### src/rtl/boot_pkg.sv
// Shared definitions for the torv32 boot loader: FSM encoding, frame constants
// and memory target codes.
package boot_pkg;

    typedef enum logic [2:0] {
        IDLE,
        TGT,
        LEN_LO,
        LEN_HI,
        DATA,
        CKSUM,
        RUN,
        ERROR
    } boot_state_e;

    localparam logic [7:0] SYNC_BYTE_DEF = 8'hA5;

    localparam logic TGT_IMEM = 1'b0;
    localparam logic TGT_DMEM = 1'b1;

    // States that belong to a frame in progress (reported on busy, timed out).
    function automatic logic in_frame(input boot_state_e s);
        return (s == TGT) || (s == LEN_LO) || (s == LEN_HI) ||
               (s == DATA) || (s == CKSUM);
    endfunction

endpackage

### src/rtl/boot_word_asm.sv
// Byte-to-word assembler for the boot loader: little-endian byte lanes and the
// running XOR checksum over the frame body.
module boot_word_asm (
    input  logic        clk,
    input  logic        resetn,
    input  logic        clear,
    input  logic        xor_en,
    input  logic        lane_en,
    input  logic [7:0]  byte_in,
    output logic        word_done,
    output logic [31:0] word,
    output logic [7:0]  cksum
);

    logic [1:0]  lane;
    logic [23:0] low_bytes;

    // The fourth byte is not stored; it completes the word combinationally.
    assign word_done = lane_en && (lane == 2'd3);
    assign word      = {byte_in, low_bytes};

    always_ff @(posedge clk or negedge resetn) begin
        if (!resetn) begin
            lane      <= 2'd0;
            low_bytes <= 24'd0;
            cksum     <= 8'd0;
        end else if (clear) begin
            lane  <= 2'd0;
            cksum <= 8'd0;
        end else begin
            if (lane_en) begin
                lane      <= lane + 2'd1;
                low_bytes <= {byte_in, low_bytes[23:8]};
            end
            if (xor_en) begin
                cksum <= cksum ^ byte_in;
            end
        end
    end

endmodule

### src/rtl/core_boot_loader.sv
// Boot sequencer: keeps the torv32 core in reset while a framed image arrives
// over the UART byte stream, writes it to IMEM/DMEM, checks it, then releases.
module core_boot_loader
    import boot_pkg::*;
#(
    parameter int         ADDR_BITS      = 14,
    parameter int         DEPTH_WORDS    = 16384,
    parameter int         TIMEOUT_CYCLES = 1000000,
    parameter logic [7:0] SYNC_BYTE      = SYNC_BYTE_DEF
) (
    input  logic                 clk,
    input  logic                 resetn,
    input  logic                 boot_skip,
    input  logic [7:0]           rx_data,
    input  logic                 rx_valid,
    output logic                 rx_ready,
    output logic                 ld_we,
    output logic                 ld_tgt,
    output logic [ADDR_BITS-1:0] ld_addr,
    output logic [31:0]          ld_data,
    output logic                 core_resetn,
    output logic                 busy,
    output logic                 err,
    output logic [15:0]          words_loaded
);

    // Handshake: a byte transfers on a rising clk edge where rx_valid && rx_ready;
    // rx_ready is held high from the first cycle after reset, so the source is
    // never stalled and bytes outside a frame are simply consumed.

    localparam int          TMO_W     = (TIMEOUT_CYCLES > 1) ? $clog2(TIMEOUT_CYCLES + 1) : 1;
    localparam logic [TMO_W-1:0] TMO_LAST  = TMO_W'(TIMEOUT_CYCLES - 1);
    localparam logic [16:0] DEPTH_LIM = 17'(DEPTH_WORDS);

    boot_state_e state, state_d;

    logic             take;
    logic             frame_start;
    logic             lane_en;
    logic             xor_en;
    logic             word_done;
    logic [31:0]      word;
    logic [7:0]       cksum;
    logic [15:0]      len_q;
    logic [15:0]      len_now;
    logic [TMO_W-1:0] tmo_cnt;
    logic             tgt_load;
    logic             len_lo_load;
    logic             len_hi_load;

    assign take        = rx_valid && rx_ready;
    assign frame_start = take && (state == IDLE) && !boot_skip && (rx_data == SYNC_BYTE);
    assign lane_en     = take && (state == DATA);
    assign xor_en      = take && ((state == TGT) || (state == LEN_LO) ||
                                  (state == LEN_HI) || (state == DATA));
    assign len_now     = {rx_data, len_q[7:0]};

    boot_word_asm u_word_asm (
        .clk       (clk),
        .resetn    (resetn),
        .clear     (frame_start),
        .xor_en    (xor_en),
        .lane_en   (lane_en),
        .byte_in   (rx_data),
        .word_done (word_done),
        .word      (word),
        .cksum     (cksum)
    );

    always_ff @(posedge clk or negedge resetn) begin
        if (!resetn) begin
            state <= IDLE;
        end else begin
            state <= state_d;
        end
    end

    always_comb begin
        state_d     = state;
        tgt_load    = 1'b0;
        len_lo_load = 1'b0;
        len_hi_load = 1'b0;
        case (state)
            IDLE: begin
                if (boot_skip) begin
                    state_d = RUN;
                end else if (frame_start) begin
                    state_d = TGT;
                end
            end
            TGT: begin
                if (take) begin
                    tgt_load = 1'b1;
                    state_d  = (rx_data[7:1] != 7'd0) ? ERROR : LEN_LO;
                end
            end
            LEN_LO: begin
                if (take) begin
                    len_lo_load = 1'b1;
                    state_d     = LEN_HI;
                end
            end
            LEN_HI: begin
                if (take) begin
                    len_hi_load = 1'b1;
                    if ({1'b0, len_now} > DEPTH_LIM) begin
                        state_d = ERROR;
                    end else if (len_now == 16'd0) begin
                        state_d = CKSUM;
                    end else begin
                        state_d = DATA;
                    end
                end
            end
            DATA: begin
                // words_loaded still holds the index of the word being completed.
                if (word_done && (words_loaded == len_q - 16'd1)) begin
                    state_d = CKSUM;
                end
            end
            CKSUM: begin
                if (take) begin
                    state_d = (rx_data == cksum) ? RUN : ERROR;
                end
            end
            RUN:     state_d = RUN;
            ERROR:   state_d = IDLE;
            default: state_d = IDLE;
        endcase
        // An accepted byte always wins over an expiring timeout.
        if (in_frame(state) && !take && (tmo_cnt == TMO_LAST)) begin
            state_d = ERROR;
        end
    end

    always_ff @(posedge clk or negedge resetn) begin
        if (!resetn) begin
            tmo_cnt <= '0;
        end else if (take || !in_frame(state)) begin
            tmo_cnt <= '0;
        end else begin
            tmo_cnt <= tmo_cnt + 1'b1;
        end
    end

    always_ff @(posedge clk or negedge resetn) begin
        if (!resetn) begin
            len_q <= 16'd0;
        end else if (len_lo_load) begin
            len_q <= {8'd0, rx_data};
        end else if (len_hi_load) begin
            len_q <= len_now;
        end
    end

    always_ff @(posedge clk or negedge resetn) begin
        if (!resetn) begin
            rx_ready     <= 1'b0;
            ld_we        <= 1'b0;
            ld_tgt       <= TGT_IMEM;
            ld_addr      <= '0;
            ld_data      <= 32'd0;
            core_resetn  <= 1'b0;
            busy         <= 1'b0;
            err          <= 1'b0;
            words_loaded <= 16'd0;
        end else begin
            rx_ready    <= 1'b1;
            ld_we       <= word_done;
            core_resetn <= (state == RUN);
            busy        <= in_frame(state_d);
            if (tgt_load) begin
                ld_tgt <= rx_data[0] ? TGT_DMEM : TGT_IMEM;
            end
            if (word_done) begin
                ld_addr <= ADDR_BITS'(words_loaded);
                ld_data <= word;
            end
            if (frame_start) begin
                words_loaded <= 16'd0;
            end else if (word_done) begin
                words_loaded <= words_loaded + 16'd1;
            end
            if (state == ERROR) begin
                err <= 1'b1;
            end else if (frame_start) begin
                err <= 1'b0;
            end
        end
    end

endmodule

### config.mk
export PLATFORM = sky130hd
export DESIGN_NAME = core_boot_loader
export DESIGN_NICKNAME = d
export VERILOG_FILES = /design/src/rtl/boot_pkg.sv /design/src/rtl/boot_word_asm.sv /design/src/rtl/core_boot_loader.sv
export SDC_FILE = /design/constraint.sdc
export NUM_CORES = 1
export LEC_CHECK = 0
export ABC_CLOCK_PERIOD_IN_PS = 3300
export BUFFER_PORTS_ARGS = -buffer_cell sky130_fd_sc_hd__clkbuf_2
export CAP_MARGIN = 20
export CORE_UTILIZATION = 63
export DETAILED_ROUTE_END_ITERATION = 12
export MAX_ROUTING_LAYER = met4
export PLACE_DENSITY = 0.81
export SLEW_MARGIN = 30
export SYNTH_ARGS = -nofsm -noshare
export SYNTH_HDL_FRONTEND = slang
export SYNTH_SLANG_ARGS = --single-unit
### constraint.sdc
create_clock -name clk -period 3.3 [get_ports clk]
set_clock_uncertainty 0.05 [all_clocks]
set_input_delay 0.495 -clock clk [delete_from_list [all_inputs] [get_ports clk]]
set_output_delay 0.495 -clock clk [all_outputs]
set_load 0.02 [all_outputs]
# ---- Word level (Yosys, flattened, before mapping)
# Index checks and enable logic that the tools add are counted.
dict set report word_totals {
  register_bits 141
  inputBits 12
  output_inout_bits 68
  wordCells 100
}
dict set report op_classes {
  addsub 4
  magnitude_cmp 1
  n_eq_ne 17
  n_mux 29
  n_bitwise 2
  reduce_logical 31
}
# cell n
set ops {}
lappend ops {{$mux W16} 4}
lappend ops {{$mux W3} 9}
lappend ops {{$pmux W3 S8} 1}
lappend ops {{$add A20 B1 Y20 const B} 1}
lappend ops {{$eq A20 B20 Y1 const B} 1}
lappend ops {{$mux W20} 1}
lappend ops {{$eq A3 B3 Y1 const B} 6}
lappend ops {{$add A16 B1 Y16 const B} 1}
lappend ops {{$eq A16 B16 Y1} 1}
lappend ops {{$gt A16 B15 Y1 const B} 1}
lappend ops {{$logic_not A16 Y1} 1}
lappend ops {{$mux W8} 2}
lappend ops {{$sub A16 B1 Y16 const B} 1}
lappend ops {{$eq A3 B2 Y1 const B} 4}
lappend ops {{$logic_and A1 B1 Y1} 10}
lappend ops {{$reduce_bool A2 Y1} 5}
lappend ops {{$logic_or A1 B1 Y1} 9}
lappend ops {{$mux W1} 9}
lappend ops {{$eq A8 B8 Y1} 1}
lappend ops {{$eq A8 B8 Y1 const B} 1}
lappend ops {{$xor A8 B8 Y8} 1}
lappend ops {{$reduce_bool A7 Y1} 1}
lappend ops {{$eq A3 B1 Y1 const B} 2}
lappend ops {{$mux W2} 3}
lappend ops {{6 further kinds} 8}

# ---- Depth between registers and ports, before layout
dict set report logic_depth {
  depth_word 13
  depth_mapped 10
  mapped_depth_nobuf 9
}

# ---- By module
# Synthesis repeated with hierarchy kept, for this count alone.
dict set report hier_totals {
  cells_unflattened 577
  area_unflattened_um2 6692.7
}
# mod instances cells_each area_each_um2 seq_area_each_um2
set modules_own_cells {}
lappend modules_own_cells {core_boot_loader 1 474 5139.9 2677.6}
lappend modules_own_cells {boot_word_asm 1 103 1552.7 850.8}

# ---- Least setup slack after synthesis
# Ideal clock, no wire load.
dict set report synth_timing {
  path_type {input to register}
  start {input port rx_data[5]}
  end {register state[0]}
  setup_ps 120
  arrival_ps 1895
  required_time_ps 3130
  setup_slack_ps 1236
  path_stages 8
  path_buffers 1
  cell_sequence {clkbuf_1 -> nor4_1 -> nand4_1 -> nand3_1 -> nand3b_1 -> nor4_1 -> o31ai_1 -> a31o_1}
}
dict set report synth_via {
  elab_chain_cells 6
  word_cells_on_any_way 17
  classes_between {order compare (1); eq/ne (2); mux (11); reduce/logical (3)}
}
# element line
set synth_lines {}
lappend synth_lines {{start: declaration} core_boot_loader.sv:14} ;# input logic [7:0] rx_data,
lappend synth_lines {{branches (longest 4 deep; another with $gt A16 B15 Y1)} -}
lappend synth_lines {{$pmux W3 S8 (*)} core_boot_loader.sv:83} ;# case (state)
lappend synth_lines {{$mux W3 (*)} core_boot_loader.sv:131} ;# if (in_frame(state) && !take && (tmo_cnt == TMO_LAST)) begin
lappend synth_lines {{named net state_d[0]} core_boot_loader.sv:35} ;# boot_state_e state, state_d;
lappend synth_lines {{end signal: assignment} core_boot_loader.sv:74} ;# state <= state_d;
lappend synth_lines {{end: declaration} core_boot_loader.sv:35}
# Mark *: on every way through the listed nets, which the timed path passes.
# A chain may end at the register's enable or synchronous reset.

# ---- Worst setup path in the final report
dict set report layout_timing {
  start {register state[2]}
  end {register words_loaded[2]}
}
dict set report layout_via {
  elab_chain_cells 5
  word_cells_on_any_way 9
  classes_between {eq/ne (1); mux (1); reduce/logical (7)}
}
# element line
set layout_lines {}
lappend layout_lines {{$logic_not A3 Y1} core_boot_loader.sv:52} ;# assign frame_start = take && (state == IDLE) && !boot_skip && (rx_data == SYNC_BYTE);
lappend layout_lines {{$logic_and A1 B1 Y1 (3 in series)} core_boot_loader.sv:52}
lappend layout_lines {{$mux W16 or $reduce_bool A2 Y1 (tied branches)} -}
lappend layout_lines {{end signal: assignment} core_boot_loader.sv:182} ;# words_loaded <= words_loaded + 16'd1;
lappend layout_lines {{end: declaration} core_boot_loader.sv:24} ;# output logic [15:0] words_loaded
# Several ways; a longest one is shown, not always the timed one.

==> reports/summary.json <==
{
  "run_status": {
    "outcome": "complete, no violations"
  },
  "worst_hold_path": {
    "min-delay-path-class": "in -> reg",
    "min-delay-start": "boot_skip",
    "hold-path-cell-count": 3,
    "holdPathEnd": "state[1]$_DFF_PN0_"
  },
  "power_and_ir_drop": {
    "finalPower_mw": 5.70,
    "leakagePower_nw": 3.79,
    "vdd_ir_drop_max_mv": 0.429,
    "total_power_per_unit_cell_area_nw_per_um2": 753
  },
  "placement": {
    "placement.io_buffers": 79,
    "pre_cts_ws_ns": 0.634,
    "detailedPlacementHpwl_um": 9510,
    "place_congestion": 0.895
  },
  "sta": {
    "final_hold_viol_count": 0,
    "setup_viol_count_final": 0,
    "final-max-slew-violation-count": 0,
    "timing.final.crit_share_pct": 81.6,
    "setup_ws_ns": 0.608,
    "final.min_clock_period_ns": 2.69,
    "worst_pin_slew_ns": 0.837,
    "max-slew-margin-rel_pct": 44.0,
    "totalNegativeSetupSlack_ns": 0,
    "rsz_0062_raised_after_global_routing": "no",
    "timing.fmax_mhz": 371
  },
  "floorplan": {
    "die_height_um": 104,
    "floorplan.core_area_sq_um": 9910,
    "die-width_um": 104,
    "die_area_sq_um": 10800,
    "initial_cell_density_of_the_core_pct": 66.1,
    "fp-row-count": 36,
    "io_pins": 80
  },
  "global_route": {
    "number_of_global_route_vias_before_repair": 4943,
    "grt_antenna_before_repair": 0,
    "global_route.overflow_total": 0,
    "grt_max_degree": 76,
    "wire_length_of_the_first_global_routing_pass_um": 24200,
    "grt.total_usage_pct": 29.3
  },
  "logic_synthesis": {
    "synth_top_cell_area_share_pct": 53.9,
    "synth_top_flop_cell": "sky130_fd_sc_hd__dfrtp_1",
    "ys_ff_latch": 141,
    "synth-seq-area-share_pct": 53.9,
    "synth_edf_count": 0,
    "number_of_standard_cells_after_synthesis": 662,
    "syn-cell-area_sq_um": 6550,
    "synth.distinct_cells": 52,
    "syn-mean-instance-area_sq_um": 9.90,
    "netlist.top_cell.by_area": "sky130_fd_sc_hd__dfrtp_1",
    "synthesis.nets": 678,
    "async_reset_ff_share_pct": 100,
    "synth.top_cells.by_area": "sky130_fd_sc_hd__dfrtp_1 54%, sky130_fd_sc_hd__nand2_1 9.7%, sky130_fd_sc_hd__mux2_2 5.5%",
    "synth.yosys.warnings": 0
  },
  "critical_path": {
    "setup.worst_path.class": "reg -> reg",
    "reg2reg_depth": 7,
    "timing.critical_path.fanout_max": 38,
    "path_length_in_cells_of_the_critical_path": 7,
    "regToRegStartpoint": "state[2]$_DFF_PN0_",
    "cp.arrival_ns": 3.04,
    "crit_path_slowest_cell": "sky130_fd_sc_hd__or2_2",
    "crit_chain": "or3b_1 -> or2_2 -> clkinv_4 -> buf_4 -> nand2_1 -> xor2_1 -> nor2_1",
    "critPathBufInv": 2,
    "critPathMaxStageDelay_ns": 0.58,
    "critical_path.endpoint_type": "flip-flop",
    "critical_path_required_ns": 3.65,
    "rr_endpoint": "words_loaded[2]$_DFFE_PN0P_",
    "worstSetupStartpointType": "flip-flop",
    "worst_path_dominant_cell_family": "simple AND/OR/NAND/NOR gates",
    "r2r_setup_slack_ns": 0.61
  },
  "drt": {
    "highest_layer": "met4",
    "drt-wirelength-per-cell_um": 16.5,
    "routed-via-count": 5069,
    "avgViaCountPerCell": 5.81,
    "drtIter0Drc": 338,
    "dr_wl_met2_um": 7170,
    "met1Wirelength_um": 6110,
    "firstDrtPassIters": 5,
    "postRouteWirelength_um": 14400,
    "drcViolationCount": 0,
    "wl_met3_um": 747,
    "antenna_violating_nets_post_route": 0
  },
  "clock_tree": {
    "cts_num_sinks": 141,
    "cts_buffer_depth": 2,
    "tritoncts": "done",
    "post_cts_resize_count": 0,
    "numCtsBuffers": 17,
    "clock_latency_ns": 0.52,
    "clk_pin_slew_ns": 0.06,
    "h-tree-depth": 4,
    "clock-root-buffer": "sky130_fd_sc_hd__clkbuf_8"
  },
  "final_layout": {
    "design.final.nets": 743,
    "drive_above_1_share_pct": 21.5,
    "final_cell_mix": "169 x sky130_fd_sc_hd__nand2_1, 141 x sky130_fd_sc_hd__dfrtp_1, 78 x sky130_fd_sc_hd__clkbuf_2",
    "antenna_cells": 0,
    "layout_commonest_cell": "sky130_fd_sc_hd__nand2_1",
    "n_fill_cell": 675,
    "areaGrowthSynthToFinish_pct": 15.7
  },
  "job": {
    "maxCapViolCount": 0
  }
}
cells in the mapped netlist, drive strengths merged, types with 9 or more instances:
library cell	n
nand3	20
dfrtp	141
nand4	13
nand2	169
buf	13
nor3	12
xnor2	32
a22o	9
xor2	36
clkbuf	26
o21ai	17
a21oi	10
mux2	32
nor4	10
nor2	61
layer usage:
| metal | vias to the layer above | global-route usage (%) |
|---|---|---|
| met3 | 43 | 5.51 |
| li1 | 2330 | - |
| met1 | 2512 | 37.0 |
| met4 | 0 | 12.3 |
| met5 | - | - |
| met2 | 184 | 46.7 |
worst register-to-register path: stages, from the launching register on:
cell and delay (ns):
sky130_fd_sc_hd__dfrtp_1 0.57, sky130_fd_sc_hd__or3b_1 0.46, sky130_fd_sc_hd__or2_2 0.58, sky130_fd_sc_hd__clkinv_4 0.23, sky130_fd_sc_hd__buf_4 0.37, sky130_fd_sc_hd__nand2_1 0.12
sky130_fd_sc_hd__xor2_1 0.14, sky130_fd_sc_hd__nor2_1 0.05
cells by family after synthesis:
group,synth area share (%)
compound gates,4.93
mux,5.65
xor+xnor,9.09
simple gates,22.6
buf+inv,3.09
other cells,0.0572
flops,53.9
fa+ha+maj,0.764
registers in the layout, summed over array words and instances, names as in the netlist:
register and flops:
ld_addr 14, busy 1, u_word_asm.low_bytes 24, rx_ready 1
len_q 16, state 3, ld_tgt 1, words_loaded 16
tmo_cnt 20, ld_we 1, u_word_asm.cksum 8, ld_data 32
u_word_asm.lane 2, err 1, core_resetn 1
report_power, final:
part | leakage (nW) | internal (mW) | switching [mW]
Clock | 0.269 | 1.09 | 0.737
Sequential | 1.89 | 2.11 | 0.415
Combinational | 1.63 | 0.660 | 0.691
layout make-up:
| type | count | area [sq um] | share of cell area, % |
|---|---|---|---|
| Timing Repair Buffer | 85 | 462 | 6.09 |
| Multi-Input combinational cell | 475 | 2820 | 37.2 |
| Sequential cell | 141 | 3530 | 46.5 |
| Clock buffer | 18 | 428 | 5.65 |
| Inverter | 7 | 31.3 | 0.413 |
| Clock inverter | 14 | 144 | 1.90 |
| Tap cell | 133 | 166 | 2.20 |
worst max-delay path by stage:
stage / slack, ns / from / endpoint
after floorplan: 1.24 / rx_data[5] / state[0]$_DFF_PN0_
after global routing: 0.46 / state[2]$_DFF_PN0_ / words_loaded[12]$_DFFE_PN0P_
after CTS: 0.62 / state[2]$_DFF_PN0_ / words_loaded[2]$_DFFE_PN0P_
after global placement: 0.68 / state[1]$_DFF_PN0_ / words_loaded[2]$_DFFE_PN0P_
final: 0.61 / state[2]$_DFF_PN0_ / words_loaded[2]$_DFFE_PN0P_
after detailed placement: 0.63 / state[2]$_DFF_PN0_ / words_loaded[2]$_DFFE_PN0P_
repair_timing:
item	CTS	global route
hold endpoints to repair	66	0
hold buffers	1	0
setup buffers	0	0
metrics by stage:
stage | instances | hold WS, ns | util, % | area (sq um)
after floorplan | 662 | 0.149 | - | 6550
after global placement | 840 | 0.401 | 70.6 | 7000
after detailed placement | 840 | 0.403 | 70.6 | 7000
after CTS | 873 | 0.192 | 76.5 | 7580
after global routing | 873 | 0.229 | 76.5 | 7580
final | 873 | 0.211 | 76.5 | 7580
No activity file was read; power rests on OpenSTA's default activity.
